File: config.mk
export PLATFORM = sky130hd
export DESIGN_NAME = serial_paralelo_rx_flat
export DESIGN_NICKNAME = d
export VERILOG_FILES = /design/src/rtl/serial_paralelo_rx_if.sv /design/src/rtl/serial_paralelo_rx.sv /design/src/flat_wrapper.sv
export SDC_FILE = /design/constraint.sdc
export NUM_CORES = 1
export LEC_CHECK = 0
export ABC_AREA = 0
export BUFFER_PORTS_ARGS = -buffer_cell sky130_fd_sc_hd__buf_2
export CAP_MARGIN = 20
export CORE_MARGIN = 4
export CORE_UTILIZATION = 40
export CTS_BUF_LIST = sky130_fd_sc_hd__clkbuf_8
export CTS_CLUSTER_SIZE = 28
export DETAILED_ROUTE_END_ITERATION = 10
export PLACE_DENSITY = 0.56
export SLEW_MARGIN = 20
export SYNTH_ARGS = -nofsm -noshare
export SYNTH_HDL_FRONTEND = slang
export SYNTH_SLANG_ARGS = --single-unit
File: constraint.sdc
create_clock -name clk_32f -period 1.8 [get_ports clk_32f]
set_clock_uncertainty 0.15 [all_clocks]
set_input_delay 0.27 -clock clk_32f [delete_from_list [all_inputs] [get_ports clk_32f]]
set_output_delay 0.27 -clock clk_32f [all_outputs]
set_load 0.1 [all_outputs]
File: src/rtl/serial_paralelo_rx_if.sv
// Serial lane bundle between a bit source and the byte recoverer.
//   data_in     : serial bit, MSB of each byte first
//   data_out    : last recovered non-idle byte
//   valid_out   : data_out holds a data byte for the current byte period
//   byte_strobe : one-cycle pulse per byte boundary while locked
//   active      : lane locked and delivering data
// master = bit source / consumer side, slave = receiver side.
interface serial_paralelo_rx_if;
  logic       data_in;
  logic [7:0] data_out;
  logic       valid_out;
  logic       byte_strobe;
  logic       active;

  modport master (
    output data_in,
    input  data_out,
    input  valid_out,
    input  byte_strobe,
    input  active
  );

  modport slave (
    input  data_in,
    output data_out,
    output valid_out,
    output byte_strobe,
    output active
  );
endinterface

File: src/rtl/serial_paralelo_rx.sv
// Serial-to-parallel receiver: finds byte alignment on the COM symbol,
// locks after LOCK_CNT consecutive aligned COMs, then delivers bytes.
//   clk_32f : serial-rate clock, rising edge
//   reset   : synchronous active-high reset
//   lane    : serial_paralelo_rx_if.slave (data_in in; data_out,
//             valid_out, byte_strobe, active out, all registered)
module serial_paralelo_rx #(
  parameter logic [7:0]  COM      = 8'hBC,
  parameter int unsigned LOCK_CNT = 4
) (
  input  logic                clk_32f,
  input  logic                reset,
  serial_paralelo_rx_if.slave lane
);

  localparam int unsigned BYTE_W    = 8;
  localparam int unsigned HIST_W    = BYTE_W - 1;
  localparam int unsigned BIT_CNT_W = 3;
  localparam int unsigned COM_CNT_W = 4;

  localparam logic [COM_CNT_W-1:0] LOCK_TARGET = COM_CNT_W'(LOCK_CNT);
  localparam logic [BIT_CNT_W-1:0] LAST_BIT    = BIT_CNT_W'(BYTE_W - 1);

  typedef enum logic [1:0] {
    SEARCH = 2'd0,
    ALIGN  = 2'd1,
    ACTIVE = 2'd2
  } state_t;

  state_t                 state_q, state_d;
  logic [HIST_W-1:0]      hist_q;
  logic [BIT_CNT_W-1:0]   bit_cnt_q, bit_cnt_d;
  logic [COM_CNT_W-1:0]   com_cnt_q, com_cnt_d;
  logic [BYTE_W-1:0]      data_out_q, data_out_d;
  logic                   valid_q, valid_d;
  logic                   strobe_q, strobe_d;
  logic                   active_q;

  // Only the 7 newest bits need storing; the incoming bit completes the window.
  logic [BYTE_W-1:0] sr_next;
  logic              byte_done;

  assign sr_next   = {hist_q, lane.data_in};
  assign byte_done = (bit_cnt_q == LAST_BIT);

  // Next-state and next-output logic.
  always_comb begin
    state_d    = state_q;
    bit_cnt_d  = bit_cnt_q + BIT_CNT_W'(1);
    com_cnt_d  = com_cnt_q;
    data_out_d = data_out_q;
    valid_d    = valid_q;
    strobe_d   = 1'b0;

    case (state_q)
      SEARCH: begin
        valid_d   = 1'b0;
        bit_cnt_d = bit_cnt_q;
        if (sr_next == COM) begin
          bit_cnt_d = '0;
          com_cnt_d = COM_CNT_W'(1);
          state_d   = (LOCK_TARGET == COM_CNT_W'(1)) ? ACTIVE : ALIGN;
        end
      end

      ALIGN: begin
        valid_d = 1'b0;
        if (byte_done) begin
          if (sr_next == COM) begin
            // Saturating count; lock as soon as the target is reached.
            if (com_cnt_q < LOCK_TARGET) begin
              com_cnt_d = com_cnt_q + COM_CNT_W'(1);
            end
            if ((com_cnt_q + COM_CNT_W'(1)) >= LOCK_TARGET) begin
              state_d = ACTIVE;
            end
          end else begin
            com_cnt_d = '0;
            state_d   = SEARCH;
          end
        end
      end

      ACTIVE: begin
        if (byte_done) begin
          strobe_d = 1'b1;
          if (sr_next != COM) begin
            data_out_d = sr_next;
            valid_d    = 1'b1;
          end else begin
            valid_d = 1'b0;
          end
        end
      end

      default: begin
        state_d = SEARCH;
      end
    endcase
  end

  // State and output registers.
  always_ff @(posedge clk_32f) begin
    if (reset) begin
      state_q    <= SEARCH;
      hist_q     <= '0;
      bit_cnt_q  <= '0;
      com_cnt_q  <= '0;
      data_out_q <= '0;
      valid_q    <= 1'b0;
      strobe_q   <= 1'b0;
      active_q   <= 1'b0;
    end else begin
      state_q    <= state_d;
      hist_q     <= sr_next[HIST_W-1:0];
      bit_cnt_q  <= bit_cnt_d;
      com_cnt_q  <= com_cnt_d;
      data_out_q <= data_out_d;
      valid_q    <= valid_d;
      strobe_q   <= strobe_d;
      active_q   <= (state_d == ACTIVE);
    end
  end

  assign lane.data_out    = data_out_q;
  assign lane.valid_out   = valid_q;
  assign lane.byte_strobe = strobe_q;
  assign lane.active      = active_q;

endmodule

File: src/flat_wrapper.sv
// flat-port wrapper written by rule: the top's interface ports become plain ports
module serial_paralelo_rx_flat 
#(
  parameter logic [7:0]  COM      = 8'hBC,
  parameter int unsigned LOCK_CNT = 4
)
  (clk_32f, reset, lane_data_in, lane_data_out, lane_valid_out, lane_byte_strobe, lane_active);
  serial_paralelo_rx_if lane_i ();
  input  logic clk_32f;
  input  logic reset;
  input wire logic [$bits(lane_i.data_in)-1:0] lane_data_in;
  output wire logic [$bits(lane_i.data_out)-1:0] lane_data_out;
  output wire logic [$bits(lane_i.valid_out)-1:0] lane_valid_out;
  output wire logic [$bits(lane_i.byte_strobe)-1:0] lane_byte_strobe;
  output wire logic [$bits(lane_i.active)-1:0] lane_active;
  assign lane_i.data_in = lane_data_in;
  assign lane_data_out = lane_i.data_out;
  assign lane_valid_out = lane_i.valid_out;
  assign lane_byte_strobe = lane_i.byte_strobe;
  assign lane_active = lane_i.active;
  serial_paralelo_rx #(.COM(COM), .LOCK_CNT(LOCK_CNT)) u_core (.clk_32f(clk_32f), .reset(reset), .lane(lane_i));
endmodule
### After elaboration in Yosys (flattened, before gate mapping)

Index checks and enable logic that the tools add are counted.

| word-level totals | value |
|---|---|
| register bits after elaboration | 27 |
| input bits | 3 |
| output and inout bits | 11 |

| operators by class | value |
|---|---|
| add/sub/neg operators | 2 |
| $lt $le $gt $ge | 2 |
| equality and inequality tests | 10 |
| muxes and demuxes | 16 |
| bitwise gates (word level) | 1 |
| reductions and logical operators | 8 |

Operator list:

| cell | count |
|---|---|
| $mux 4 | 4 |
| $eq 8x8->1 const B | 1 |
| $mux 2 | 4 |
| $ne 8x8->1 const B | 1 |
| $pmux 4 s2 | 1 |
| $mux 3 | 2 |
| $ne 2x1->1 const B | 3 |
| $pmux 2 s3 | 1 |
| $add 4x1->4 const B | 1 |
| $eq 2x2->1 const B | 2 |
| $ge 4x3->1 const B | 1 |
| $lt 4x3->1 const B | 1 |
| $reduce_and 4->1 | 1 |
| $reduce_bool 2->1 | 2 |
| $reduce_or 2->1 | 2 |
| $add 3x1->3 const B | 1 |
| $eq 3x3->1 const B | 1 |
| $mux 1 | 3 |
| $ne 3x3->1 const B | 1 |
| $reduce_and 3->1 | 1 |
| $eq 2x1->1 const B | 1 |
| $logic_not 2->1 | 1 |
| $pmux 1 s2 | 1 |
| $reduce_and 2->1 | 1 |
| $not 1->1 | 1 |

### Longest topological paths before layout

| logic depth | value |
|---|---|
| depth in word-level cells | 7 |
| depth in mapped cells | 7 |

### Least setup slack after synthesis

OpenSTA, ideal clock, no wires.

| timing path | value |
|---|---|
| path type | register to register |
| from | reg u_core.bit_cnt_q[0] |
| to | reg u_core.data_out_q[0] (netlist: u_core.lane.data_out[0]) |
| library setup time | 0.128 ns |
| arrival | 1.325 ns |
| slack | 0.197 ns |
| cell stages (with the launch flop) | 8 |
| buffers on the path | 1 |
| clock period less this slack | 1.603 ns |
| cells stage by stage | dfxtp_1 -> ha_1 -> ha_1 -> nand3b_4 -> a21oi_2 -> buf_6 -> mux2i_1 -> nor2_1 |

| on the way | value |
|---|---|
| longest elaborated chain between the ends | 2 |

Ends and longest elaborated chain:

| item | RTL line | RTL |
|---|---|---|
| start: declaration | serial_paralelo_rx.sv:32 | `logic [BIT_CNT_W-1:0] bit_cnt_q, bit_cnt_d;` |
| start signal: assignment | serial_paralelo_rx.sv:116 | `bit_cnt_q <= bit_cnt_d;` |
| $eq 3x3->1 | serial_paralelo_rx.sv:44 | `assign byte_done = (bit_cnt_q == LAST_BIT);` |
| named net u_core.byte_done | serial_paralelo_rx.sv:41 | `logic byte_done;` |
| $reduce_and 3->1 (no line) | n/a |  |
| end signal: assignment | serial_paralelo_rx.sv:118 | `data_out_q <= data_out_d;` |
| end: declaration | serial_paralelo_rx.sv:34 | `logic [BYTE_W-1:0] data_out_q, data_out_d;` |

The timed path passes the listed nets, and every way through them passes these cells.
A chain may end at the register's enable or synchronous reset.

### Worst setup path in the final report

| timing path | value |
|---|---|
| from | reg u_core.bit_cnt_q[0] |
| to | reg u_core.state_q[0] |

| on the way | value |
|---|---|
| longest elaborated chain between the ends | 3 |

Ends and longest elaborated chain:

| item | RTL line | RTL |
|---|---|---|
| $eq 3x3->1 | serial_paralelo_rx.sv:44 |  |
| named net u_core.byte_done | serial_paralelo_rx.sv:41 |  |
| $mux 2 | serial_paralelo_rx.sv:68 | `if (byte_done) begin` |
| $pmux 2 s3 | serial_paralelo_rx.sv:55 | `case (state_q)` |
| end signal: assignment | serial_paralelo_rx.sv:114 | `state_q <= state_d;` |
| end: declaration | serial_paralelo_rx.sv:30 | `state_t state_q, state_d;` |

The timed path passes the listed nets, and every way through them passes these cells.

==> flow_summary.yaml <==
status:
  status: "finished, final reports clean"
placement:
  port_buffers: 13
  dp_hpwl_mm: 1.56
  gp_congestion: 0.874
job:
  drv_cap: 0
worst_setup_path:
  rr_worst_depth: 7
  crit_type: "reg2reg"
  slowest_stage: "dfxtp_1"
  r2r-end: "u_core.state_q[0]"
  crit_fanout: 7
  start_kind: "flop"
  cp-end-kind: "flop"
  slowest_delay_ns: 0.36
  critPathArrivalTime_ns: 1.69
  rr_startpoint: "u_core.bit_cnt_q[0]"
  rrSetupSlack_ns: 0.13
  cp_cell_sequence: "ha_1 -> ha_2 -> buf_4 -> nand2_1 -> a31oi_1 -> o21ai_0 -> and3_1"
  critPathRequiredTime_ns: 1.82
global_route:
  grt_pass1_vias: 819
  gr-usage-met3_pct: 3.31
  antenna_found_initial: 0
  grt_pass1_wl_mm: 3.71
  gr-usage-met2_pct: 20.0
  grt_max_degree: 29
  use_met1_pct: 17.8
  gr-max-usage-layer: "met2"
  track_usage_pct: 13.0
  overflow: 0
timing:
  min_period_ns: 1.67
  whs_ns: 0.0971
  tns_ns: 0
  final-hold-violation-count: 0
  rsz0062_at_grt: "no"
  fmax_mhz: 600
  layout_worst_path_cycle_share_pct: 92.7
  tightest_slew_ns: 0.512
  slew_headroom_pct: 65.9
  setup_viol: 0
  drv_slew: 0
layout:
  num-fill-cells: 282
  area_growth_pct: 14.2
  diodes: 0
  layout-drive-gt1-share_pct: 23.0
  final_nets: 142
cts:
  hold_buffers: 0
  cts_made_buffers: 3
  clockBufferDepth: 2
  tritoncts: "done"
  clkSinkCount: 27
  cts-resized-gates: 0
  h-tree-depth: 1
  worstSkewPairLatency_ns: 0.27
  cts.clk_slew.worst_paths_ns: 0.09
  ctsRootBufferMaster: "clkbuf_8"
  post_cts_buffers: 0
yosys:
  synth-async-reset-ratio_pct: 0
  ys.flop_type: "dfxtp_1"
  yosys_warnings: 0
  syn-num-nets: 126
  yosysTopAreaCell: "dfxtp_1"
  yosys-top-cells-area: "dfxtp_1 47%, mux2i_1 6.9%, nor2_1 4.8%"
  synthCells: 120
  synth_cell_type_count: 33
  synthDominantCellAreaShare_pct: 46.6
  syn_avg_cell_area_um2: 9.68
  yosysSeqAreaShare_pct: 46.6
  synth_edf_count: 0
  netlist_area_mm2: 0.00116
  synth-seq-cells: 27
routing:
  totalWireLength_mm: 2.18
  wl_per_cell_um: 13.1
  postRouteAntennaNets: 0
  drt-initial-drc-count: 34
  vias: 914
  first_pass_iters: 4
  via_per_inst: 5.51
  drc_errors: 0
floorplanning:
  fp.dieArea_mm2: 0.00383
  core_mm2: 0.00276
  pin_count: 14
  fp.dieH_um: 61.9
  die_w_um: 61.9
  rows: 19
  initial_core_util_pct: 42.1
power_and_ir_drop:
  p_per_area_mw_per_mm2: 730
  peakVddDrop_mv: 0.762
  power.leakage_nw: 0.556
min_path:
  hold_path_end: "u_core.hist_q[0]"
  holdCritPathClass: "in2reg"
  worstHoldPathCells: 2
  hp-start: "lane_data_in"
[registers in the layout (all words and copies together), names as in the netlist]
signal                   count
u_core.lane.data_out         8
u_core.hist_q                7
u_core.com_cnt_q             4
u_core.bit_cnt_q             3
u_core.state_q               2
u_core.lane.active           1
u_core.lane.byte_strobe      1
u_core.lane.valid_out        1
[stage by stage]
step	setup WS [ns]	instance area, um^2	power (W)	util [%]	instances
after global routing	0.00550	1330	0.00102	48.1	166
after floorplan	0.197	1160	0.000628	-	120
after global placement	0.112	1270	0.000633	46.2	162
final	0.132	1330	0.000969	48.1	166
after detailed placement	0.138	1270	0.000633	46.2	162
after CTS	0.124	1320	0.000986	48.0	166
[metal layers]
metal | up-vias | share of wire [%]
li1 | 450 | -
met1 | 445 | 49
met2 | 15 | 46
met3 | 4 | 3.5
met4 | 0 | 1.1
met5 | - | 0
[cell families after synthesis]
group | count (synthesis) | synth area share (%)
and+or+nand+nor | 45 | 22.5
AOI/OAI and AO/OA | 27 | 16.7
DFF | 27 | 46.6
buffers and inverters | 10 | 4.09
muxes | 8 | 6.90
adders and majority gates | 3 | 3.23
[placed cells by master (no fill, tap or decap), drive strengths merged, types with 3 or more instances in the layout]
cell and n:
a21oi 8, buf 17, clkbuf 3, dfxtp 27
ha 3, inv 4, mux2i 8, nand2 6
nand3 4, nor2 15, nor2b 9, o21ai 7
o32ai 4
[report_power, final]
group          internal [W]  total (W)  switching [W]  leakage, nW
Combinational    0.00000514  0.0000169      0.0000118        0.317
Sequential         0.000600   0.000603     0.00000226        0.218
Clock              0.000157   0.000349       0.000192       0.0217
[area by class of cell]
class	count	area (um^2)	area share (%)
Timing Repair Buffer	17	108	8.11
Inverter	4	15.0	1.13
Clock inverter	1	7.51	0.566
Tap cell	31	38.8	2.92
Clock buffer	3	41.3	3.11
Multi-Input combinational cell	83	576	43.4
Sequential cell	27	541	40.8
[critical path, delay by kind of cell, from the launching register on]
family | cells | cell delay (ns)
AOI/OAI and AO/OA | 2 | 0.30
adders and majority gates | 2 | 0.36
buffers and inverters | 1 | 0.15
DFF | 1 | 0.36
and+or+nand+nor | 2 | 0.26
[cells in the mapped netlist (3+ instances only)]
cell type and instances:
a21oi_1 7, dfxtp_1 27, ha_1 3, inv_1 4, mux2i_1 8, nand2_1 6
nand3_1 4, nor2_1 15, nor2b_1 9, o21ai_0 6, o32ai_1 3
[worst max path at each step]
stage                                   start                 endpoint  slack (ns)
final                     u_core.bit_cnt_q[0]        u_core.state_q[0]        0.13
after global placement    u_core.bit_cnt_q[0]      u_core.com_cnt_q[2]        0.11
after global routing      u_core.bit_cnt_q[0]      u_core.com_cnt_q[0]       0.005
after detailed placement  u_core.bit_cnt_q[0]      u_core.com_cnt_q[1]        0.14
after floorplan           u_core.bit_cnt_q[0]  u_core.lane.data_out[0]        0.20
after CTS                 u_core.bit_cnt_q[0]      u_core.com_cnt_q[1]        0.12
(Power assumes the default switching activity.)
